`config.mk`:
```
export PLATFORM = sky130hd
export DESIGN_NAME = chaos_capture
export DESIGN_NICKNAME = d
export VERILOG_FILES = /design/src/rtl/chaos_pkg.sv /design/src/rtl/chaos_onehot_dec.sv /design/src/rtl/chaos_capture.sv
export SDC_FILE = /design/constraint.sdc
export NUM_CORES = 1
export LEC_CHECK = 0
export BUFFER_PORTS_ARGS = -buffer_cell sky130_fd_sc_hd__buf_2
export CORE_MARGIN = 2
export CORE_UTILIZATION = 50
export DETAILED_ROUTE_END_ITERATION = 8
export HOLD_SLACK_MARGIN = 0.06
export MAX_ROUTING_LAYER = met4
export PLACE_DENSITY = 0.73
export SETUP_SLACK_MARGIN = 0.15
export SLEW_MARGIN = 10
export SYNTH_ARGS = -nofsm -noshare
export SYNTH_HDL_FRONTEND = slang
export SYNTH_SLANG_ARGS = --single-unit
```
`constraint.sdc`:
```
create_clock -name clk -period 7.59 [get_ports clk]
set_input_delay 0.759 -clock clk [delete_from_list [all_inputs] [get_ports clk]]
set_output_delay 0.759 -clock clk [all_outputs]
set_load 0.01 [all_outputs]
```
`src/rtl/chaos_pkg.sv`:
```
// Shared constants and state encoding for the chaos-function truth-table capture.
package chaos_pkg;
  localparam int X_W       = 5;
  localparam int N_MINTERM = 32;
  localparam int CNT_W     = 6;

  typedef enum logic [1:0] {
    IDLE    = 2'd0,
    CAPTURE = 2'd1,
    DONE    = 2'd2
  } state_e;
endpackage

```
`src/rtl/chaos_onehot_dec.sv`:
```
// 5-to-32 one-hot decoder; produces the per-minterm write enable for a beat.
module chaos_onehot_dec
  import chaos_pkg::*;
(
  input  logic [X_W-1:0]       x_i,
  input  logic                 en_i,
  output logic [N_MINTERM-1:0] onehot_o
);

  // Single hot bit at position x_i when enabled, all zero otherwise.
  always_comb begin
    onehot_o = '0;
    if (en_i) onehot_o[x_i] = 1'b1;
  end

endmodule

```
`src/rtl/chaos_capture.sv`:
```
// Captures the truth table of a 5-input chaos function one x/f beat at a time,
// tracks coverage, duplicates and a running ones count, and compares the
// completed table against GOLDEN.
module chaos_capture
  import chaos_pkg::*;
#(
  parameter logic [N_MINTERM-1:0] GOLDEN = 32'h0000_0000
) (
  input  logic                 clk,
  input  logic                 rst_n,
  input  logic                 start,
  input  logic                 in_valid,
  output logic                 in_ready,
  input  logic [X_W-1:0]       x,
  input  logic                 f,
  output logic [N_MINTERM-1:0] table_o,
  output logic [N_MINTERM-1:0] seen_o,
  output logic [CNT_W-1:0]     ones_o,
  output logic [CNT_W-1:0]     beats_o,
  output logic                 done,
  output logic                 mismatch,
  output logic                 dup_err
);

  state_e               state_q, state_d;
  logic [N_MINTERM-1:0] table_q, table_d;
  logic [N_MINTERM-1:0] seen_q, seen_d;
  logic [CNT_W-1:0]     ones_q, ones_d;
  logic [CNT_W-1:0]     beats_q, beats_d;
  logic                 mis_q, mis_d;
  logic                 dup_q, dup_d;
  logic                 rdy_q, rdy_d;
  logic                 beat;
  logic [N_MINTERM-1:0] we;

  // A start in the same cycle wins over the beat, so the beat is dropped here.
  assign beat = in_valid & rdy_q & ~start;

  chaos_onehot_dec u_dec (
    .x_i      (x),
    .en_i     (beat),
    .onehot_o (we)
  );

  // Next-state and result update; start clears everything from any state.
  always_comb begin
    state_d = state_q;
    table_d = table_q;
    seen_d  = seen_q;
    ones_d  = ones_q;
    beats_d = beats_q;
    mis_d   = mis_q;
    dup_d   = dup_q;
    if (start) begin
      state_d = CAPTURE;
      table_d = '0;
      seen_d  = '0;
      ones_d  = '0;
      beats_d = '0;
      mis_d   = 1'b0;
      dup_d   = 1'b0;
    end else begin
      case (state_q)
        CAPTURE: begin
          if (beat) begin
            table_d = (table_q & ~we) | (we & {N_MINTERM{f}});
            seen_d  = seen_q | we;
            if (beats_q != {CNT_W{1'b1}}) beats_d = beats_q + 1'b1;
            // Incremental popcount: only the written bit can change.
            if (!table_q[x] && f)      ones_d = ones_q + 1'b1;
            else if (table_q[x] && !f) ones_d = ones_q - 1'b1;
            if (|(seen_q & we)) dup_d = 1'b1;
            if (&seen_d) begin
              state_d = DONE;
              mis_d   = (table_d != GOLDEN);
            end
          end
        end
        default: ;
      endcase
    end
  end

  // Ready is a flop copy of "next state is CAPTURE", so it never depends
  // combinationally on in_valid or start at the output.
  assign rdy_d = (state_d == CAPTURE);

  // State and result registers, all cleared asynchronously by reset.
  always_ff @(posedge clk or negedge rst_n) begin
    if (!rst_n) begin
      state_q <= IDLE;
      table_q <= '0;
      seen_q  <= '0;
      ones_q  <= '0;
      beats_q <= '0;
      mis_q   <= 1'b0;
      dup_q   <= 1'b0;
      rdy_q   <= 1'b0;
    end else begin
      state_q <= state_d;
      table_q <= table_d;
      seen_q  <= seen_d;
      ones_q  <= ones_d;
      beats_q <= beats_d;
      mis_q   <= mis_d;
      dup_q   <= dup_d;
      rdy_q   <= rdy_d;
    end
  end

  assign in_ready = rdy_q;
  assign table_o  = table_q;
  assign seen_o   = seen_q;
  assign ones_o   = ones_q;
  assign beats_o  = beats_q;
  assign done     = (state_q == DONE);
  assign mismatch = mis_q;
  assign dup_err  = dup_q;

endmodule

```
==> impl_metrics.json <==
{
  "post-cts-setup-buffers": 0,
  "fin_skew_ns": 0.00993,
  "crit_required_ns": 7.91,
  "antenna_found_initial": 0,
  "nNetsFinal": 625,
  "power_density_nw_per_um2": 167,
  "grt_pass1_vias": 4849,
  "clk_path_buf_depth": 2,
  "grt_max_degree": 82,
  "synthMostInstantiatedCell": "dfrtp_1",
  "fin_crit_sh": 0.539,
  "num_io_pins": 90,
  "htreeDepth": 3,
  "area_growth_pct": 13.9,
  "ir_drop_uv": 79.6,
  "cp.arrival_ns": 4.42,
  "vias": 5232,
  "yosys.area.top_type": "dfrtp_1",
  "synthTopCellsByCount": "dfrtp_1 (81), o21ai_0 (38), nand3_1 (35)",
  "clk_latency_ns": 0.38,
  "finalPower_mw": 0.960,
  "grtUsageTotal": 0.342,
  "cp-start-kind": "input port",
  "slew_viol_final": 0,
  "syn_avg_cell_area_um2": 9.21,
  "netlist_area_um2": 5050,
  "start_util": 0.517,
  "dp_hpwl_um": 12500,
  "synthesis.nets": 565,
  "drive_above_1_share": 0.218,
  "postCtsHoldBufs": 0,
  "finalWeightedCongestion": 0.981,
  "synth_top_cell_area_share": 0.401,
  "die_w_um": 105,
  "fillCellCount": 896,
  "synth.distinct_cells": 73,
  "maxSlewHeadroom": 0.291,
  "setup_viol": 0,
  "clock-sinks": 81,
  "max_freq_ghz": 0.244,
  "ant_nets": 0,
  "ctsResizeCount": 0,
  "wl_um": 17900,
  "ys_ff_latch": 81,
  "outcome": "completed",
  "yosys_warnings": 0,
  "crit_type": "in -> reg",
  "drt_iter0_markers": 668,
  "async_flop_share": 1.00,
  "place_inst": 731,
  "grt_overflow": 0,
  "seq_area_um2": 2030,
  "synth_ff_type": "dfrtp_1",
  "wl_per_cell_um": 23.9,
  "n_antenna_cell": 0,
  "first_pass_iters": 5,
  "syn_inst": 549,
  "drt-vias-per-instance": 7.00,
  "hp-class": "in -> async",
  "grt_pass1_wl_um": 28200,
  "worst-slew-pin-transition_ns": 1.06,
  "die_y_um": 105,
  "cap_violations": 0,
  "yosysSeqAreaShare": 0.401,
  "path_clk_slew_ns": 0.09,
  "drcViolationCount": 0,
  "hold_viol": 0,
  "placed_area_um2": 5520,
  "port_buffers": 89,
  "yosys-top-cells-area": "dfrtp_1 (40%), o2bb2ai_1 (4.5%), o21ai_0 (3.8%)",
  "dieArea_um2": 10900,
  "grt_setup_unrepaired": "no",
  "synth_edf_count": 0,
  "coreArea_um2": 9770,
  "fin_area_um2": 5760,
  "cp_max_fo": 25,
  "multi_input_area_um2": 2710,
  "numCtsBuffers": 9,
  "crit_path_end_kind": "register",
  "final_cells": 747,
  "row_count": 36,
  "cts_tree": "built",
  "min_period_ns": 4.09,
  "p_leak_nw": 2.53,
  "cts-root-buf": "clkbuf_8",
  "setup_tns_ns": 0
}
## cell type report
cell class | count | share of cell area
Tap cell | 133 | 0.0289
Timing Repair Buffer | 97 | 0.0882
Clock inverter | 6 | 0.0182
Clock buffer | 10 | 0.0239
Sequential cell | 81 | 0.352
Multi-Input combinational cell | 392 | 0.471
Inverter | 28 | 0.0182
## registers in the layout, summed over array words and instances (netlist names)
| signal | cells |
|---|---|
| dup_err | 1 |
| beats_o | 6 |
| mismatch | 1 |
| state_q | 2 |
| seen_o | 32 |
| in_ready | 1 |
| ones_o | 6 |
| table_o | 32 |
## final timing paths
check	slack, ns	depth (start not counted)	start	to
max in group asynchronous	6.39	1	rst_n	table_o[26]$_DFFE_PN0P_
min	0.55	1	rst_n	mismatch$_DFFE_PN0P_
max	3.50	13	x[0]	ones_o[5]$_DFFE_PN0P_
min reg2reg	0.55	1	beats_o[0]$_DFFE_PN0P_	beats_o[0]$_DFFE_PN0P_
min in group clk	0.55	1	beats_o[0]$_DFFE_PN0P_	beats_o[0]$_DFFE_PN0P_
max reg2reg	4.02	12	table_o[21]$_DFFE_PN0P_	ones_o[5]$_DFFE_PN0P_
## where the power goes
part / leakage (nW) / switching [mW] / internal, mW
registers: 1.12 / 0.00826 / 0.437
clock network: 0.126 / 0.167 / 0.226
logic: 1.29 / 0.0842 / 0.0366
## cell usage in the layout (no fill, tap or decap), types with 5 or more instances in the layout
| cell | instances |
|---|---|
| buf_2 | 88 |
| dfrtp_1 | 81 |
| o21ai_0 | 38 |
| nand3_1 | 35 |
| nand2_1 | 31 |
| nand4_1 | 28 |
| inv_1 | 27 |
| nor2_1 | 26 |
| o2bb2ai_1 | 26 |
| a21oi_1 | 24 |
| o22ai_1 | 18 |
| a31oi_1 | 17 |
| o311ai_0 | 14 |
| clkbuf_8 | 10 |
| nor3_1 | 9 |
| buf_4 | 9 |
| mux4_2 | 8 |
| a22oi_1 | 7 |
| nor2b_1 | 6 |
| mux2i_1 | 6 |
| nand2b_1 | 6 |
| xor2_1 | 5 |
| a41oi_1 | 5 |
| a2111oi_0 | 5 |
| ha_1 | 5 |
## cell families (layout without fill, tap and decap cells)
family          Yosys count  in the layout  synth area share
flops                    81             81             0.401
simple gates            168            168             0.178
xor+xnor                  8              8            0.0139
mux                      18             18            0.0564
fa+ha+maj                 6              6            0.0163
compound gates          192            192             0.272
buf+inv                  76            141            0.0629
## worst max-delay path: stages
cell      delay, ns
buf_2          0.48
mux4_2         0.59
a221oi_1       0.34
a21oi_1        0.09
nor2_1         0.27
nand2_1        0.20
ha_1           0.32
a21o_1         0.10
a21oi_1        0.10
or4b_2         0.64
a31o_2         0.25
mux2i_1        0.14
a221o_1        0.12
## through the flow
step,worst slack (ns),hold slack [ns],util
CTS,3.50,0.539,0.589
global route,3.28,0.558,0.589
finish,3.50,0.547,0.589
floorplan,3.57,0.463,-
detailed placement,3.10,0.518,0.564
global placement,3.23,0.513,0.564
## metal layers
metal / wire length [um] / vias to the layer above / track usage / share of wire
li1: - / 2264 / - / -
met4: 531 / 0 / 0.122 / 0.030
met5: 0 / - / - / 0
met2: 8030 / 375 / 0.496 / 0.45
met1: 7230 / 2546 / 0.478 / 0.40
met3: 2070 / 47 / 0.0705 / 0.12
No activity file was read; power rests on OpenSTA's default activity.
